===== src/rtl/fifo_vld_rdy_param_pkg.sv =====
// Shared sizing helpers for the parametrised valid/ready FIFO.
// Used by the RTL and by any environment that models the FIFO depth.
package fifo_vld_rdy_param_pkg;

    localparam int DEF_DATA_W    = 32;
    localparam int DEF_DEPTH     = 16;
    localparam int DEF_AF_THRESH = 12;
    localparam int DEF_AE_THRESH = 4;

    // Occupancy needs one more code than there are entries (0..DEPTH).
    function automatic int level_w(input int depth);
        return $clog2(depth + 1);
    endfunction

    function automatic int addr_w(input int depth);
        return $clog2(depth);
    endfunction

    function automatic bit is_pow2(input int value);
        return (value >= 2) && ((value & (value - 1)) == 0);
    endfunction

endpackage


===== src/rtl/fifo_vld_rdy_param_if.sv =====
// Push and pop handshake bundle for the FIFO; master is the environment, slave is the FIFO.
// Carries the driver-side stability rule for a stalled push.
interface fifo_vld_rdy_param_if
    import fifo_vld_rdy_param_pkg::*;
#(
    parameter int DATA_W = DEF_DATA_W
) (
    input logic clk,
    input logic rst
);

    logic [DATA_W-1:0] data_in;
    logic              data_in_vld;
    logic              data_in_rdy;
    logic [DATA_W-1:0] data_out;
    logic              data_out_vld;
    logic              data_out_rdy;

    modport master (
        output data_in, data_in_vld, data_out_rdy,
        input  data_in_rdy, data_out, data_out_vld
    );

    modport slave (
        input  data_in, data_in_vld, data_out_rdy,
        output data_in_rdy, data_out, data_out_vld
    );

    // A stalled push request must be held, unchanged, until it is accepted.
    a_push_stable : assert property (
        @(posedge clk) disable iff (rst)
        (data_in_vld && !data_in_rdy) |=> (data_in_vld && $stable(data_in))
    );

endinterface


===== src/rtl/fifo_vld_rdy_param_ram.sv =====
// DEPTH x DATA_W storage: synchronous write port, asynchronous read port.
module fifo_vld_rdy_param_ram
    import fifo_vld_rdy_param_pkg::*;
#(
    parameter int DATA_W = DEF_DATA_W,
    parameter int DEPTH  = DEF_DEPTH,
    parameter int ADDR_W = addr_w(DEPTH)
) (
    input  logic              clk,
    input  logic              we,
    input  logic [ADDR_W-1:0] waddr,
    input  logic [DATA_W-1:0] wdata,
    input  logic [ADDR_W-1:0] raddr,
    output logic [DATA_W-1:0] rdata
);

    logic [DATA_W-1:0] mem [DEPTH];

    // NOTE: storage has no reset; occupancy logic guarantees only written entries are ever presented.
    // NOTE: clocked state uses non-blocking assignments so every flop samples pre-edge values.
    always_ff @(posedge clk) begin
        if (we) begin
            mem[waddr] <= wdata;
        end
    end

    assign rdata = mem[raddr];

endmodule


===== src/rtl/fifo_vld_rdy_param.sv =====
// Single-clock first-word-fall-through FIFO with valid/ready ports, fill level,
// registered almost-full/almost-empty flags, synchronous flush and sticky overflow flag.
module fifo_vld_rdy_param
    import fifo_vld_rdy_param_pkg::*;
#(
    parameter int DATA_W    = DEF_DATA_W,
    parameter int DEPTH     = DEF_DEPTH,
    parameter int AF_THRESH = DEF_AF_THRESH,
    parameter int AE_THRESH = DEF_AE_THRESH
) (
    input  logic                      clk,
    input  logic                      rst,
    input  logic                      flush,
    fifo_vld_rdy_param_if.slave       bus,
    output logic [level_w(DEPTH)-1:0] level,
    output logic                      almost_full,
    output logic                      almost_empty,
    output logic                      ovf_sticky
);

    localparam int ADDR_W  = addr_w(DEPTH);
    localparam int LEVEL_W = level_w(DEPTH);

    typedef logic [ADDR_W-1:0]  ptr_t;
    typedef logic [LEVEL_W-1:0] level_t;

    localparam level_t DEPTH_LVL = level_t'(DEPTH);
    localparam level_t AF_LVL    = level_t'(AF_THRESH);
    localparam level_t AE_LVL    = level_t'(AE_THRESH);

    if (!is_pow2(DEPTH)) begin : g_depth_chk
        $error("fifo_vld_rdy_param: DEPTH=%0d must be a power of 2 and >= 2", DEPTH);
    end
    if (DATA_W < 1) begin : g_width_chk
        $error("fifo_vld_rdy_param: DATA_W=%0d must be >= 1", DATA_W);
    end
    if (AF_THRESH < 1 || AF_THRESH > DEPTH) begin : g_af_chk
        $error("fifo_vld_rdy_param: AF_THRESH=%0d outside 1..DEPTH", AF_THRESH);
    end
    if (AE_THRESH < 0 || AE_THRESH > DEPTH - 1) begin : g_ae_chk
        $error("fifo_vld_rdy_param: AE_THRESH=%0d outside 0..DEPTH-1", AE_THRESH);
    end

    ptr_t   wr_ptr;
    ptr_t   rd_ptr;
    level_t level_next;
    logic   rdy_q;
    logic   vld_q;
    logic   rst_recover;
    logic   push;
    logic   pop;

    assign push = bus.data_in_vld & rdy_q & ~flush;
    assign pop  = vld_q & bus.data_out_rdy & ~flush;

    assign bus.data_in_rdy  = rdy_q;
    assign bus.data_out_vld = vld_q;

    // NOTE: default assignment first so no path through this block can infer a latch.
    always_comb begin
        level_next = level;
        if (flush) begin
            level_next = '0;
        end else if (push && !pop) begin
            level_next = level + level_t'(1);
        end else if (pop && !push) begin
            level_next = level - level_t'(1);
        end
    end

    // Flags are registered from level_next so they always agree with level.
    // rdy deliberately ignores this cycle's pop: no data_out_rdy -> data_in_rdy path.
    always_ff @(posedge clk or posedge rst) begin
        if (rst) begin
            wr_ptr       <= '0;
            rd_ptr       <= '0;
            level        <= '0;
            rdy_q        <= 1'b0;
            vld_q        <= 1'b0;
            almost_full  <= 1'b0;
            almost_empty <= 1'b1;
            ovf_sticky   <= 1'b0;
            rst_recover  <= 1'b1;
        end else begin
            rst_recover  <= 1'b0;
            level        <= level_next;
            rdy_q        <= (level_next < DEPTH_LVL);
            vld_q        <= (level_next != '0);
            almost_full  <= (level_next >= AF_LVL);
            almost_empty <= (level_next <= AE_LVL);
            if (flush) begin
                wr_ptr     <= '0;
                rd_ptr     <= '0;
                ovf_sticky <= 1'b0;
            end else begin
                if (push) begin
                    wr_ptr <= wr_ptr + ptr_t'(1);
                end
                if (pop) begin
                    rd_ptr <= rd_ptr + ptr_t'(1);
                end
                // The cycle right after reset always shows rdy=0 and is not an overflow.
                if (bus.data_in_vld && !rdy_q && !rst_recover) begin
                    ovf_sticky <= 1'b1;
                end
            end
        end
    end

    fifo_vld_rdy_param_ram #(
        .DATA_W (DATA_W),
        .DEPTH  (DEPTH),
        .ADDR_W (ADDR_W)
    ) u_ram (
        .clk   (clk),
        .we    (push),
        .waddr (wr_ptr),
        .wdata (bus.data_in),
        .raddr (rd_ptr),
        .rdata (bus.data_out)
    );

    a_level_range : assert property (@(posedge clk) disable iff (rst) level <= DEPTH_LVL);
    a_push_not_full : assert property (@(posedge clk) disable iff (rst) push |-> (level != DEPTH_LVL));
    a_pop_not_empty : assert property (@(posedge clk) disable iff (rst) pop |-> (level != '0));
    a_vld_matches : assert property (@(posedge clk) disable iff (rst) vld_q == (level != '0));

endmodule


===== src/flat_wrapper.sv =====
// flat-port wrapper written by rule: the top's interface ports become plain ports
module fifo_vld_rdy_param_flat import fifo_vld_rdy_param_pkg::*;
#(
    parameter int DATA_W    = DEF_DATA_W,
    parameter int DEPTH     = DEF_DEPTH,
    parameter int AF_THRESH = DEF_AF_THRESH,
    parameter int AE_THRESH = DEF_AE_THRESH
)
  (clk, rst, flush, level, almost_full, almost_empty, ovf_sticky, bus_data_in, bus_data_in_vld, bus_data_out_rdy, bus_data_in_rdy, bus_data_out, bus_data_out_vld);
  fifo_vld_rdy_param_if #(.DATA_W(DATA_W)) bus_i (.clk(clk), .rst(rst));
  input  logic clk;
  input  logic rst;
  input  logic flush;
  output logic [level_w(DEPTH)-1:0] level;
  output logic almost_full;
  output logic almost_empty;
  output logic ovf_sticky;
  input wire logic [$bits(bus_i.data_in)-1:0] bus_data_in;
  input wire logic [$bits(bus_i.data_in_vld)-1:0] bus_data_in_vld;
  input wire logic [$bits(bus_i.data_out_rdy)-1:0] bus_data_out_rdy;
  output wire logic [$bits(bus_i.data_in_rdy)-1:0] bus_data_in_rdy;
  output wire logic [$bits(bus_i.data_out)-1:0] bus_data_out;
  output wire logic [$bits(bus_i.data_out_vld)-1:0] bus_data_out_vld;
  assign bus_i.data_in = bus_data_in;
  assign bus_i.data_in_vld = bus_data_in_vld;
  assign bus_i.data_out_rdy = bus_data_out_rdy;
  assign bus_data_in_rdy = bus_i.data_in_rdy;
  assign bus_data_out = bus_i.data_out;
  assign bus_data_out_vld = bus_i.data_out_vld;
  fifo_vld_rdy_param #(.DATA_W(DATA_W), .DEPTH(DEPTH), .AF_THRESH(AF_THRESH), .AE_THRESH(AE_THRESH)) u_core (.clk(clk), .rst(rst), .flush(flush), .bus(bus_i), .level(level), .almost_full(almost_full), .almost_empty(almost_empty), .ovf_sticky(ovf_sticky));
endmodule

===== config.mk =====
export PLATFORM = sky130hd
export DESIGN_NAME = fifo_vld_rdy_param_flat
export DESIGN_NICKNAME = d
export VERILOG_FILES = /design/src/rtl/fifo_vld_rdy_param_pkg.sv /design/src/rtl/fifo_vld_rdy_param_if.sv /design/src/rtl/fifo_vld_rdy_param_ram.sv /design/src/rtl/fifo_vld_rdy_param.sv /design/src/flat_wrapper.sv
export SDC_FILE = /design/constraint.sdc
export NUM_CORES = 1
export LEC_CHECK = 0
export BUFFER_PORTS_ARGS = -buffer_cell sky130_fd_sc_hd__buf_4
export CAP_MARGIN = 25
export CORE_MARGIN = 2
export CORE_UTILIZATION = 28
export CTS_BUF_LIST = sky130_fd_sc_hd__clkbuf_2
export DETAILED_ROUTE_END_ITERATION = 10
export GPL_ROUTABILITY_DRIVEN = 0
export GPL_TIMING_DRIVEN = 0
export PLACE_DENSITY = 0.46
export SETUP_SLACK_MARGIN = 0.3
export SLEW_MARGIN = 10
export SYNTH_ARGS = -nofsm -noshare
export SYNTH_HDL_FRONTEND = slang
export SYNTH_SLANG_ARGS = --single-unit

===== constraint.sdc =====
create_clock -name clk -period 13.4 [get_ports clk]
set_input_delay 0.67 -clock clk [delete_from_list [all_inputs] [get_ports clk]]
set_output_delay 0.67 -clock clk [all_outputs]
set_load 0.005 [all_outputs]

; ---- Yosys cells after proc, flatten, opt, wreduce, memory -nomap -nowiden
; Memory sizes are Yosys's and may differ from the RTL's.
; Index checks and enable logic that the tools add are counted.
[op_classes]
add_sub_neg = 4
mux = 11
bitwise = 5
magnitude_cmp = 3
n_reduce_logical = 12
[ops]
columns = op, n
row1 = $mux 4, 4
row2 = $mux 5, 3
row3 = $add 4x1->4 const B, 2
row4 = $reduce_bool 2->1, 3
row5 = $add 5x1->5 const B, 1
row6 = $ge 5x4->1 const B, 1
row7 = $le 5x3->1 const B, 1
row8 = $lt 5x5->1 const B, 1
row9 = $reduce_bool 5->1, 1
row10 = $sub 5x1->5 const B, 1
row11 = $and 1x1->1, 4
row12 = $logic_and 1x1->1, 4
row13 = $logic_not 1->1, 4
row14 = $mux 1, 4
row15 = $not 1->1, 1
[word_totals]
ram_bits = 512
elab_cells = 45
regBits = 19
output_inout_bits = 42
memories = 1
input_bits = 37
[memory_table]
columns = memory, words, word_bits, read_ports, rd_clocked_by_memory_dff, wr, line
row1 = u_core.u_ram.mem, 16, 32, 1, 0, 1, fifo_vld_rdy_param_ram.sv:17  ; logic [DATA_W-1:0] mem [DEPTH];

; ---- Longest topological paths before layout
[depth]
word_depth = 8
depth_mapped = 7
mapped_depth_nobuf = 7

; ---- Hierarchy
; Synthesis repeated with hierarchy kept, for this count alone.
[unflattened]
hier_cells = 906
area_unflattened_um2 = 20226.9
[by_module_without_submodules]
columns = mod, cells_each, instances, seq_area_each_um2, area_per_inst_um2
row1 = fifo_vld_rdy_param_ram, 806, 1, 15374.7, 19213.4
row2 = fifo_vld_rdy_param, 100, 1, 478.0, 1013.5

; ---- Least setup slack after synthesis
; Ideal clock, no wire load.
[synth_path]
path_kind = input -> register
startpoint = input flush
endpoint = memory u_core.u_ram.mem[1][0] in the netlist's numbering (enable)
n_path_buf = 1
slack_ps = 8825
arrival_time_ps = 4073
t_required_ps = 12898
stages = 3
setup_ps = 502
cell_sequence = clkbuf_1 nand2b_1 nor4_1
[synth_via]
elab_chain_len = 4
[synth_lines]
columns = element, line
row1 = "start, declared", flat_wrapper.sv:13  ; input logic flush;
row2 = $not 1->1, fifo_vld_rdy_param.sv:53  ; assign push = bus.data_in_vld & rdy_q & ~flush;
row3 = $and 1x1->1, fifo_vld_rdy_param.sv:53
row4 = $mux 1, fifo_vld_rdy_param_ram.sv:22  ; if (we) begin
row5 = $mux 1 (not written as such), fifo_vld_rdy_param_ram.sv:23  ; mem[waddr] <= wdata;
row6 = "end, declared", fifo_vld_rdy_param_ram.sv:17
; No other way between the ends.

; ---- Final worst setup path
[layout_path]
startpoint = register u_core.rd_ptr[1]
endpoint = output bus_data_out[27]
[layout_via]
elab_chain_len = 1
[layout_lines]
columns = element, line
row1 = "start, declared", fifo_vld_rdy_param.sv:45  ; ptr_t rd_ptr;
row2 = "start signal, assigned", fifo_vld_rdy_param.sv:100  ; rd_ptr <= rd_ptr + ptr_t'(1);
row3 = $mem_v2 16x32, --
row4 = "end, declared", flat_wrapper.sv:22  ; output wire logic [$bits(bus_i.data_out)-1:0] bus_data_out;
; No other way between the ends.

==> reports/results.tsv <==
stage	metric	value	unit
sta	tightest_slew	1.04	ns
logic_synthesis	synth_common_cells	512 x edfxtp_1, 160 x mux4_2, 17 x dfrtp_1	
clock_tree	cts_root_buf	clkbuf_2	
logic_synthesis	synth_edf_count	512	
sta	finalClockSkew	0.0665	ns
clock_tree	cts_setup_buffers	0	
logic_synthesis	yosysTopAreaCell	edfxtp_1	
critical_path	slowest_stage	clkbuf_1	
die	die_area	74800	um2
power_and_ir_drop	p_sw_share	25.8	%
clock_tree	worst_skew_pair.late_latency	1.27	ns
sta	fin_crit	4.99	ns
power_and_ir_drop	peakVddDrop	0.0000736	V
logic_synthesis	yosys_warnings	0	
die	die_h	273	um
logic_synthesis	synth_top_area_share	75.6	%
critical_path	cp-startpoint	u_core.rd_ptr[1]$_DFFE_PP0P_	
power_and_ir_drop	power_leakage	7.90	nW
logic_synthesis	netlist_area	20300	um2
clock_tree	cts.sinks	531	
logic_synthesis	synthSimpleGateAreaFrac	1.58	%
sta	setup_tns	0	ns
hold_path	min_path_type	in -> reg	
status	status	complete, no violations	
sta	finalCritPeriodShare	37.2	%
grt	track_usage	13.4	%
layout	fin_util	33.9	%
power_and_ir_drop	total_power	3.61	mW
logic_synthesis	seq_area_frac_synth	78.0	%
logic_synthesis	synth_fa_ha_area_share	0.431	%
grt	grt_pass1_wl	71.0	mm
power_and_ir_drop	p_comb_share	15.5	%
critical_path	critPathLaunchType	register	
clock_tree	cts_resized	0	
sta	fmax	0.201	GHz
power_and_ir_drop	power.switching	932	uW
routing	wire_per_inst	22.4	um
place	placed_area	22500	um2
place	io_buffers	78	
logic_synthesis	synth_top_family_by_area	multiplexers	
clock_tree	cts_buffer_depth	3	
logic_synthesis	synth.area.mux_share	17.9	%
logic_synthesis	synthTopCellsByArea	edfxtp_1 76%, mux4_2 18%, dfrtp_1 2.1%, buf_6 0.61%, and2_1 0.46%	
logic_synthesis	syn_nets	880	
die	start_util	28.3	%
clock_tree	htreeDepth	4	
logic_synthesis	yosysMostFrequentCell	edfxtp_1	
grt	grt-ovfl-total	0	
logic_synthesis	synth_xor_area_share	0.345	%
layout	stdcell_area	24300	um2
layout	final_layout_size_suffix_gt1_share	43.6	%
layout	n_fill_cell	6834	
die	die_width	273	um
routing	routed_wl	48.8	mm
routing	first_iter_violations	682	
critical_path	crit_chain	clkbuf_1, clkbuf_1, mux4_2, mux4_2, buf_4	
routing	ant_nets	0	
logic_synthesis	syn_avg_cell_area	24.3	um2
grt	top_usage_layer	met2	
grt	antenna_found_initial	3	
grt	grt_util_met3	3.79	%
sta	slew_headroom	30.6	%
sta	slew_viol_final	0	
power_and_ir_drop	power.share.sequential	51.7	%
critical_path	crit_family	buffers and inverters	
sta	hold_viol	0	
die	io_pins	79	
routing	via_per_inst	4.52	
logic_synthesis	async_flop_share	3.58	%
place	post-dp-hpwl	30.2	mm
grt	grt_use_met1	18.1	%
power_and_ir_drop	clock_power_share	32.8	%
power_and_ir_drop	p_int	2.67	mW
critical_path	max_stage_delay	0.81	ns
sta	rsz0062_at_grt	no	
die	core.rowCount	98	
critical_path	critPathKind	reg -> out	
layout	areaGrowthSynthToFinish	19.4	%
routing	drcViolationCount	0	
critical_path	cp.arrival	4.32	ns
critical_path	crit_path_max_fanout	10	
clock_tree	cts_tree	done	
layout	fin_nets	1168	
logic_synthesis	ys_seq_elements	531	
flow_run	drv_cap	0	
logic_synthesis	synthFlopType	edfxtp_1	
critical_path	rr_startpoint	u_core.bus.data_in_rdy$_DFF_PP0_	
logic_synthesis	synth_compound_area_share	0.406	%
sta	setup_viol	0	
die	core_area	71700	um2
power_and_ir_drop	pwr_density_cell	149	nW/um2
logic_synthesis	synthDistinctLibCells	34	
clock_tree	cts_buffers	141	
grt	grt_use_met2	20.7	%
layout	instances_no_fill	2179	
critical_path	cp-end-kind	output port	
routing	firstDrtPassIters	5	
clock_tree	clk_pin_slew	0.11	ns
routing	via_count	9844	
hold_path	min-delay-start	bus_data_in[8]	
place	place_inst	1893	
grt	grt_max_degree	23	
grt	grt_pass1_vias	10597	
logic_synthesis	syn_inst	836	
critical_path	critPathRequiredTime	12.73	ns
critical_path	cp_num_buf_inv	3	
==> power groups by stage <==
| stage | registers, mW | logic [mW] | clock network, mW |
|---|---|---|---|
| 3_5_place_dp | 1.90 | 0.567 | 0 |
| 3_3_place_gp | 1.90 | 0.559 | 0 |
| 6_report | 1.86 | 0.559 | 1.18 |
| 4_1_cts | 1.86 | 0.578 | 1.24 |
| 2_1_floorplan | 1.90 | 0.350 | 0 |
| 5_1_grt | 1.87 | 0.606 | 1.32 |
==> repair_timing <==
action | 4_1_cts | 5_1_grt
hold buffers | 37 | 0
endpoints found under the hold margin | 551 | 0
endpoints found under the setup margin | 0 | 0
==> kinds of logic (layout without fill, tap and decap cells) <==
group / Yosys count / after routing
flops: 531 / 531
mux: 163 / 163
simple gates: 63 / 63
buf+inv: 51 / 439
compound gates: 12 / 12
xor+xnor: 8 / 8
fa+ha+maj: 7 / 7
other cells: 1 / 6
==> metal layers <==
metal  part of all wire [%]  up-vias
met1                     46     5245
li1                       -     4243
met3                    5.4       67
met2                     47      287
met5                  0.027        -
met4                    1.6        2
==> area by class of cell <==
| class | count | area, um2 | area share (%) |
|---|---|---|---|
| diodes | 5 | 12.5 | 0.0515 |
| plain buffers | 43 | 254 | 1.05 |
| clock buffers | 214 | 1070 | 4.41 |
| clock inverters | 29 | 273 | 1.12 |
| inverters | 8 | 30.0 | 0.124 |
| multi-input cells | 254 | 4240 | 17.4 |
| flip-flops and latches | 531 | 15900 | 65.3 |
| well taps | 950 | 1190 | 4.89 |
| repair buffers | 145 | 1370 | 5.63 |
==> worst reg2reg max path, cell delays in order (launching register included) <==
cell     delay (ns)
dfrtp_1        0.47
and2_1         0.15
buf_2          0.17
nand2_1        0.17
nor3_2         0.70
buf_4          0.33
buf_4          0.23
==> final timing paths <==
path / end / cells past startpoint / slack [ns]
setup / recovery: bus_data_out[27] / 5 / 8.41
hold / removal: u_core.u_ram.mem[0][8]$_DFFE_PP_ / 2 / 0.24
setup reg to reg: u_core.u_ram.mem[5][13]$_DFFE_PP_ / 6 / 10.87
hold reg to reg: u_core.ovf_sticky$_DFFE_PP0P_ / 2 / 0.52
max in group asynchronous: u_core.level[4]$_DFF_PP0_ / 4 / 12.15
min in group asynchronous: u_core.wr_ptr[1]$_DFFE_PP0P_ / 4 / 0.72
==> placed cells by master (no fill, tap or decap), drive strengths merged, types with 7 or more instances in the layout <==
| cell | n |
|---|---|
| clkinv | 16 |
| ha | 7 |
| edfxtp | 512 |
| dfrtp | 17 |
| dlygate4sd3 | 37 |
| clkbuf | 229 |
| buf | 136 |
| and2 | 15 |
| mux4 | 160 |
| inv | 14 |
| nand2 | 12 |
| nor2 | 15 |
==> registers in the layout, summed over array words and instances, names as in the netlist <==
register and count:
u_core.rd_ptr 4, u_core.bus.data_out_vld 1, u_core.u_ram.mem 512, u_core.level 5
u_core.wr_ptr 4, u_core.rst_recover 1, u_core.ovf_sticky 1, u_core.almost_full 1
u_core.bus.data_in_rdy 1, u_core.almost_empty 1
==> through the flow <==
| stage | hold slack [ns] | setup slack [ns] |
|---|---|---|
| after CTS | 0.0515 | 8.24 |
| after global routing | 0.0760 | 8.17 |
| after floorplan | 0.486 | 8.83 |
| after detailed placement | 0.498 | 9.72 |
| final | 0.236 | 8.41 |
| after global placement | 0.512 | 4.39 |
Note: power is estimated with default switching activity, not from simulation.
